$ cat src/rtl/node_table_loader.sv
// node_table_loader: byte-stream frame decoder that loads coefficient and child SRAMs for a node table
module node_table_loader #(
  parameter int ADDR_WIDTH  = 6,
  parameter int COEF_WIDTH  = 48,
  parameter int CHILD_WIDTH = 18
) (
  input  logic                   clk,
  input  logic                   rst,
  input  logic [7:0]             s_data,
  input  logic                   s_valid,
  output logic                   s_ready,
  output logic [ADDR_WIDTH-1:0]  coef_addr,
  output logic                   coef_write,
  output logic [COEF_WIDTH-1:0]  coef_data,
  output logic [ADDR_WIDTH-1:0]  child_addr,
  output logic                   child_write,
  output logic [CHILD_WIDTH-1:0] child_data,
  output logic                   tree_ready,
  output logic                   busy,
  output logic [6:0]             node_count,
  output logic [7:0]             err_count
);
  typedef enum logic [2:0] {HDR, COEF, CHILD, CSUM, WRITE} state_t;
  state_t                 state;
  logic [3:0]             cnt;
  logic [7:0]             csum;
  logic [ADDR_WIDTH-1:0]  addr_buf;
  logic [COEF_WIDTH-1:0]  coef_buf;
  logic [CHILD_WIDTH-1:0] child_buf;
  logic                   xfer;
  assign s_ready = state != WRITE;
  assign busy    = state != HDR;
  assign xfer    = s_valid && s_ready;
  // Frame FSM: assembles bytes into shadow buffers, publishes them to the SRAM ports only on a good checksum
  always_ff @(posedge clk) begin
    if (rst) begin
      state       <= HDR;
      cnt         <= '0;
      csum        <= '0;
      addr_buf    <= '0;
      coef_buf    <= '0;
      child_buf   <= '0;
      coef_addr   <= '0;
      coef_write  <= 1'b0;
      coef_data   <= '0;
      child_addr  <= '0;
      child_write <= 1'b0;
      child_data  <= '0;
      tree_ready  <= 1'b0;
      node_count  <= '0;
      err_count   <= '0;
    end else begin
      coef_write  <= 1'b0;
      child_write <= 1'b0;
      case (state)
        HDR: if (xfer) begin
          csum <= s_data;
          cnt  <= '0;
          if (s_data[7:6] == 2'b00) begin
            state      <= COEF;
            addr_buf   <= ADDR_WIDTH'(s_data[5:0]);
            tree_ready <= 1'b0;
          end else if (s_data[7:6] == 2'b01) tree_ready <= 1'b1;
          else err_count <= (err_count == 8'hff) ? err_count : err_count + 8'd1;
        end
        COEF: if (xfer) begin
          coef_buf <= {coef_buf[COEF_WIDTH-9:0], s_data};
          csum     <= csum ^ s_data;
          cnt      <= (cnt == 4'd5) ? 4'd0 : cnt + 4'd1;
          state    <= (cnt == 4'd5) ? CHILD : COEF;
        end
        CHILD: if (xfer) begin
          child_buf <= {child_buf[CHILD_WIDTH-9:0], s_data};
          csum      <= csum ^ s_data;
          cnt       <= (cnt == 4'd2) ? 4'd0 : cnt + 4'd1;
          state     <= (cnt == 4'd2) ? CSUM : CHILD;
        end
        CSUM: if (xfer) begin
          if (s_data == csum) begin
            state       <= WRITE;
            coef_write  <= 1'b1;
            child_write <= 1'b1;
            coef_addr   <= addr_buf;
            child_addr  <= addr_buf;
            coef_data   <= coef_buf;
            child_data  <= child_buf;
          end else begin
            state     <= HDR;
            err_count <= (err_count == 8'hff) ? err_count : err_count + 8'd1;
          end
        end
        WRITE: begin
          state      <= HDR;
          node_count <= (node_count == 7'h7f) ? node_count : node_count + 7'd1;
        end
        default: state <= HDR;
      endcase
    end
  end
endmodule
$ cat config.mk
export PLATFORM = sky130hd
export DESIGN_NAME = node_table_loader
export DESIGN_NICKNAME = d
export VERILOG_FILES = /design/src/rtl/node_table_loader.sv
export SDC_FILE = /design/constraint.sdc
export NUM_CORES = 1
export LEC_CHECK = 0
export BUFFER_PORTS_ARGS = -buffer_cell sky130_fd_sc_hd__buf_2
export CORE_ASPECT_RATIO = 1.75
export CORE_UTILIZATION = 40
export CTS_CLUSTER_DIAMETER = 40
export DETAILED_ROUTE_END_ITERATION = 8
export PLACE_DENSITY = 0.58
export SYNTH_ARGS = -nofsm -noshare
export SYNTH_HDL_FRONTEND = slang
export SYNTH_SLANG_ARGS = --single-unit
export TNS_END_PERCENT = 5
$ cat constraint.sdc
create_clock -name clk -period 2.6 [get_ports clk]
set_input_delay 0.78 -clock clk [delete_from_list [all_inputs] [get_ports clk]]
set_output_delay 0.78 -clock clk [all_outputs]
set_load 0.02 [all_outputs]
Yosys cells after proc, flatten, opt, wreduce, memory -nomap -nowiden
Index checks and enable logic that the tools add are counted.
{"block": "word_totals", "ff_bits": 176, "inputBits": 11, "output_inout_bits": 98, "word_cells": 88}
{"block": "classes", "n_addsub": 3, "n_eq_ne": 20, "mux": 28, "n_bitwise": 4, "reduce_logical": 20}
{"op": "$mux W8", "n": 8}
{"op": "$pmux W8 S2", "n": 2}
{"op": "$mux W4", "n": 5}
{"op": "$mux W3", "n": 6}
{"op": "$ne A2 B2 Y1 const B", "n": 8}
{"op": "$pmux W3 S4", "n": 1}
{"op": "$pmux W4 S3", "n": 1}
{"op": "$reduce_and A3 Y1", "n": 4}
{"op": "$add A8 B1 Y8 const B", "n": 1}
{"op": "$eq A8 B8 Y1", "n": 1}
{"op": "$eq A8 B8 Y1 const B", "n": 1}
{"op": "$xor A8 B8 Y8", "n": 1}
{"op": "$add A7 B1 Y7 const B", "n": 1}
{"op": "$eq A7 B7 Y1 const B", "n": 1}
{"op": "$eq A3 B2 Y1 const B", "n": 2}
{"op": "$reduce_and A2 Y1", "n": 3}
{"op": "$reduce_and A6 Y1", "n": 1}
{"op": "$reduce_bool A2 Y1", "n": 3}
{"op": "$reduce_bool A3 Y1", "n": 2}
{"op": "$reduce_and A5 Y1", "n": 1}
{"op": "$add A4 B1 Y4 const B", "n": 1}
{"op": "$eq A4 B2 Y1 const B", "n": 1}
{"op": "$eq A4 B3 Y1 const B", "n": 1}
{"op": "$mux W1", "n": 4}
{"op": "other kinds (13)", "n": 15}

Depth between registers and ports, before layout
Gate-level depths: netlist (run 1).
{"block": "depth", "depth_word": 6, "depth_mapped": 8, "depth_no_buf": 6}

Least setup slack after synthesis (run 1)
Ideal clock, no wire load.
{"block": "synth_path", "path_kind": "input -> register", "startpoint": "in s_data[7]", "endpoint": "reg err_count[5]", "setup_time_ns": 0.123, "arrival_time_ns": 2.131, "t_required_ns": 2.477, "setup_slack_ns": 0.345, "cell_stages": 7, "path_buffers": 2, "path_cell_list": "buf_6 -> or3b_1 -> a22oi_2 -> nand2_1 -> buf_6 -> nor4_2 -> mux2_1"}
{"block": "synth_between", "elab_chain_cells": 3, "word_cells_on_any_way": 7, "classes_between": "5 x eq/ne; 2 x reduce/logical"}
{"item": "start: declaration", "line_no": "9", "text": "input logic [7:0] s_data,"}
{"item": "$eq A8 B8 Y1 (tied with other cells)", "line_no": "79", "text": "if (s_data == csum) begin"}
{"item": "$ne A2 B2 Y1 (no source line)"}
{"item": "$reduce_and A6 Y1 (no source line) *"}
{"item": "end signal: assignment", "line_no": "64", "text": "else err_count <= (err_count == 8'hff) ? err_count : err_count + 8'd1;"}
{"item": "end signal: assignment", "line_no": "89", "text": "err_count <= (err_count == 8'hff) ? err_count : err_count + 8'd1;"}
{"item": "end: declaration", "line_no": "21", "text": "output logic [7:0] err_count"}
Every way passes the cells marked *; elsewhere a longest branch is shown, timed or not.
A chain may end at the register's enable or synchronous reset.

Final worst setup path (run 1)
{"block": "layout_path", "startpoint": "reg state[2]", "endpoint": "out s_ready"}
{"block": "layout_between", "elab_chain_cells": 1}
{"item": "start: declaration", "line_no": "24", "text": "state_t state;"}
{"item": "start signal: assignment", "line_no": "70", "text": "state <= (cnt == 4'd5) ? CHILD : COEF;"}
{"item": "start signal: assignment", "line_no": "76", "text": "state <= (cnt == 4'd2) ? CSUM : CHILD;"}
{"item": "$ne A3 B3 Y1", "line_no": "31", "text": "assign s_ready = state != WRITE;"}
{"item": "end: declaration", "line_no": "11", "text": "output logic s_ready,"}
No other way between the ends.

==> impl_metrics.tcl, run 1 <==
set metrics [dict create \
    synth_area_mm2 0.00675 \
    grt_pass1_vias 5205 \
    hold-worst-slack_ns 0.454 \
    drt-pass1-iter-count 4 \
    clkSinkCount 176 \
    ir_drop_mv 0.455 \
    root_buffer "clkbuf_16" \
    drc 0 \
    yosys-mux-area-fraction_pct 12.2 \
    finalCritPeriodShare_pct 93.9 \
    clockBufferDepth 2 \
    start_util_pct 41.0 \
    synth-xor-area-share_pct 2.99 \
    chipHeight_um 174 \
    rsz0062_at_grt "no" \
    cts_resized 0 \
    synth_simple_gate_area_share_pct 20.1 \
    layout.cells.most_common_list "dfxtp_1 (176), nand2_1 (162), buf_2 (107)" \
    core_area_mm2 0.0164 \
    synthAdderAreaFrac_pct 0.371 \
    syn_nets 765 \
    antenna_found_initial 1 \
    die_area_mm2 0.0174 \
    endpoint_kind "output pin" \
    cp.required_ns 1.82 \
    setup_viol 0 \
    drv_cap 0 \
    cts_tree "yes" \
    hp-class "flop to flop" \
    htreeDepth 4 \
    regArea_mm2 0.00352 \
    start_kind "flop" \
    port_buffers 108 \
    synth_edf_count 0 \
    routed_wl_um 15600 \
    insertion_delay_ns 0.42 \
    synth_compound_area_share_pct 7.71 \
    worst_slew_pin_slew_ns 0.574 \
    nets 853 \
    hold_buffers 0 \
    routed_via_density 4.91 \
    multiInputGateArea_mm2 0.00293 \
    gp_routability_congestion 0.807 \
    core.rowCount 62 \
    syn2layout_area_growth_pct 19.9 \
    synth-main-ff-cell "dfxtp_1" \
    avgSynthCellArea_um2 8.97 \
    cts_made_buffers 17 \
    async_reset_ff_share_pct 0 \
    netlist_instances 752 \
    die_w_um 100 \
    clkTransAtPathRegs_ns 0.07 \
    pre_cts_ws_ns 0.143 \
    drive_gt1_share_pct 19.5 \
    grt_start_max_net_pins 52 \
    post_cts.repair.setup_buffers 0 \
    final.setup.tns_ns 0 \
    final_common_cell "dfxtp_1" \
    synth.yosys.seq_area_share_pct 52.2 \
    crit_arrival_ns 1.66 \
    drv_slew 0 \
    max_freq_ghz 0.410 \
    synth_top_family_by_area "simple AND/OR/NAND/NOR gates" \
    ys_types 46 \
    grt-ovfl-total 0 \
    first_iter_violations 179 \
    ant_nets 0 \
    run_status "complete, no violations" \
    grt_usage_pct 18.7 \
    path_max_fanout 10 \
    worst_slack_ns 0.159 \
    wl_per_cell_um 14.5 \
    ys_ff_latch 176 \
    io_pins 109 \
    final-hold-violation-count 0 \
    fillCellCount 1642 \
    final.min_clock_period_ns 2.44 \
    power_density_mw_per_mm2 677 \
    grt_first_pass_wirelength_um 25900 \
    vias 5285 \
    post-dp-hpwl_um 10900 \
    finClkSkew_ns 0.00897 \
    crit_type "flop to output pin" \
    leakage_nw 3.77 \
    yosys_warnings 0 \
    max_slew_margin_pct 61.7 \
]
[per-layer routing]
layer	vias to the layer above	track usage [%]	wire length, um
met3	19	3.83	501
met1	2501	21.1	6610
met5	-	0	0
met4	0	6.82	258
li1	2664	-	-
met2	101	34.0	8260
[where the power goes]
part	total [W]	switching [W]	internal [W]	leakage (nW)
registers	0.00273	0.0000166	0.00271	1.42
logic	0.000194	0.000130	0.0000644	2.06
clock network	0.00255	0.00109	0.00146	0.292
[registers in the layout, indices dropped and copies added (netlist names), 3 cells and up]
| register | flops |
|---|---|
| addr_buf | 6 |
| child_addr | 6 |
| child_buf | 18 |
| child_data | 18 |
| cnt | 4 |
| coef_buf | 48 |
| coef_data | 48 |
| csum | 8 |
| err_count | 8 |
| node_count | 7 |
| state | 3 |
[cell type report]
| type | instances | share of cell area (%) |
|---|---|---|
| sequential | 176 | 43.6 |
| antenna | 1 | 0.0309 |
| tap | 224 | 3.47 |
| clock buffer | 18 | 5.43 |
| multi-input combinational | 518 | 36.2 |
| clock inverter | 13 | 1.90 |
| timing repair buffer | 126 | 9.31 |
| inverter | 1 | 0.0464 |
[cells in the mapped netlist, types with 2 or more instances]
cell type,count,area (um2)
a21oi_1,77,385
buf_4,14,105
mux2i_1,79,791
and4_1,2,17.5
nor2_1,103,387
nor3b_1,5,37.5
nor2b_1,4,25.0
clkbuf_1,29,109
ha_1,2,25.0
xor2_1,14,123
or3b_1,2,17.5
mux2_2,2,22.5
xnor2_1,9,78.8
buf_1,2,7.51
buf_6,2,22.5
nand4_1,5,31.3
nor3_1,7,35.0
and3_1,2,12.5
dfxtp_1,176,3520
o21ai_0,6,30.0
buf_2,10,50.1
o31ai_1,2,15.0
or3_1,4,25.0
nor4_1,4,25.0
nand2_1,162,608
a211oi_1,2,15.0
nand3b_1,2,15.0
nand2b_1,2,12.5
nand3_1,5,25.0
[metrics by stage]
stage / util (%) / total power, W / instance area, um2 / std cells
2_1_floorplan: - / 0.00291 / 6750 / 752
3_3_place_gp: 45.6 / 0.00298 / 7490 / 1045
3_5_place_dp: 45.6 / 0.00299 / 7490 / 1045
4_1_cts: 49.2 / 0.00553 / 8090 / 1076
5_1_grt: 49.2 / 0.00567 / 8090 / 1076
6_report: 49.2 / 0.00548 / 8090 / 1077
[worst max-delay path: stages (launching register included)]
cell	delay, ns
dfxtp_1	0.51
or3b_2	0.54
buf_2	0.19
[logic make-up (layout without fill, tap and decap cells)]
logic type	Yosys count	in the layout
adder cells (fa/ha/maj)	2	2
buffers and inverters	58	158
AO/OA/AOI/OAI	94	94
multiplexers	82	82
other	0	1
AND/OR/NAND/NOR	317	317
XOR/XNOR	23	23
flip-flops	176	176
[path summary, 6_finish.rpt]
| kind | from | slack [ns] | end | cells after the start |
|---|---|---|---|---|
| hold reg to reg | coef_buf[47] | 0.45 | coef_buf[47] | 2 |
| setup / recovery | state[2] | 0.16 | s_ready | 2 |
| setup reg to reg | state[1] | 0.49 | err_count[6] | 5 |
| hold / removal | coef_buf[47] | 0.45 | coef_buf[47] | 2 |
(Power assumes the default switching activity.)
==> inputs of run 2 (changes only) <==
Settings changed: BUFFER_PORTS_ARGS -buffer_cell sky130_fd_sc_hd__buf_2 to -buffer_cell sky130_fd_sc_hd__buf_4.
Clock period 2.6 ns to 3.1 ns, I/O delays scaled along.
==> impl_metrics.tcl, run 2 (synthesis gave the netlist of run 1 again) <==
set metrics [dict create \
    run_status "complete, no violations" \
    cp_num_buf_inv 1 \
    final.setup.tns_ns 0 \
    nets 842 \
    path_max_fanout 10 \
    layout.cells.most_common_list "dfxtp_1 (176), nand2_1 (162), buf_4 (111)" \
    final_util_pct 50.4 \
    drv_slew 0 \
    worst_slack_ns 0.526 \
    cp_slowest_cell "or3b_2" \
    grt_pass1_vias 5267 \
    diodes 0 \
    syn2layout_area_growth_pct 22.8 \
    max_slew_margin_pct 53.4 \
    hold_buffers 0 \
    start_kind "flop" \
    drc 0 \
    placed_area_mm2 0.00765 \
    die_w_um 100 \
    final_common_cell "dfxtp_1" \
    cts_resized 0 \
    vias 5323 \
    clockBufferDepth 2 \
    grt_start_max_net_pins 90 \
    cts_tree "yes" \
    core.rowCount 62 \
    fin_cells 1066 \
    crit_type "flop to output pin" \
    port_buffers 108 \
    endpoint_kind "output pin" \
    fillCellCount 1633 \
    slowest_delay_ns 0.53 \
    cp.required_ns 2.17 \
    setup_viol 0 \
    gp_routability_congestion 0.774 \
    routed_via_density 4.99 \
    routed_wl_um 15500 \
    rsz0062_at_grt "no" \
    hp-class "flop to flop" \
    grt_usage_pct 18.6 \
    clkTransAtPathRegs_ns 0.07 \
    clkSinkCount 176 \
    drv_cap 0 \
    ir_drop_mv 0.324 \
    drt-pass1-iter-count 4 \
    crit_chain "or3b_2 -> buf_4" \
    wl_per_cell_um 14.5 \
    chipHeight_um 174 \
    worst_slew_pin_slew_ns 0.699 \
    final-hold-violation-count 0 \
    insertion_delay_ns 0.42 \
    pre_cts_ws_ns 0.486 \
    cts_made_buffers 17 \
    dp.cells 1034 \
    start_util_pct 41.0 \
    grt-ovfl-total 0 \
    power_density_mw_per_mm2 569 \
    crit_arrival_ns 1.64 \
    first_iter_violations 183 \
    grt_first_pass_wirelength_um 25800 \
    final.min_clock_period_ns 2.57 \
    design_area_mm2 0.00829 \
    ant_nets 0 \
    post_cts.repair.setup_buffers 0 \
    reg_top3 "coef_buf: 48 flops, coef_data: 48 flops" \
    finalCritPeriodShare_pct 83.0 \
    io_pins 109 \
    finClkSkew_ns 0.00957 \
    post-dp-hpwl_um 10600 \
    leakage_nw 3.72 \
    core_area_mm2 0.0164 \
    critPathTopFamily "simple AND/OR/NAND/NOR gates" \
    htreeDepth 4 \
    drive_gt1_share_pct 18.5 \
    root_buffer "clkbuf_16" \
    die_area_mm2 0.0174 \
    max_freq_ghz 0.388 \
    antenna_found_initial 0 \
]
==> run 2: cell types whose count changed in the layout (fill, tap and decap cells not counted), sizes merged <==
cell / change
buf: -11
clkinv: -4
clkinvlp: +2
inv: +2
bufinv: +1
diode: -1
==> run 2: final timing paths <==
check	startpoint	endpoint	slack [ns]	depth (start not counted)
setup / recovery	state[2]	s_ready	0.53	2
hold / removal	child_buf[16]	child_buf[16]	0.46	2
setup reg to reg	state[1]	child_buf[2]	0.84	4
hold reg to reg	child_buf[16]	child_buf[16]	0.46	2
==> run 2: routing by layer <==
metal / vias up / share of wire (%) / global-route usage (%)
li1: 2646 / - / -
met5: - / 0 / 0
met4: 0 / 2.5 / 7.67
met2: 114 / 52 / 33.5
met3: 30 / 3.0 / 3.27
met1: 2533 / 42 / 21.2
==> run 2: metrics by stage <==
stage,hold WS [ns],power (W)
after floorplan,0.436,0.00244
after global placement,0.446,0.00249
after detailed placement,0.447,0.00249
after CTS,0.457,0.00477
after global routing,0.487,0.00487
final,0.456,0.00471
==> run 2: worst min-delay path: cells and delay by family (launching register included) <==
kind,cells,cell delay [ns]
compound gates,1,0.05
flops,1,0.31
simple gates,1,0.05
==> run 2: where the power goes <==
group	switching [W]	internal, W
Clock	0.000949	0.00132
Sequential	0.0000137	0.00227
Combinational	0.000103	0.0000491
Total	0.00107	0.00365
==> run 2: final cells by class <==
class                   count  area [um2]  share of cell area, %
flip-flops and latches    176        3520                   42.5
multi-input cells         518        2930                   35.4
repair buffers            115         913                   11.0
clock buffers              18         439                   5.30
well taps                 224         280                   3.38
clock inverters            14         195                   2.36
inverters                   1        3.75                 0.0453
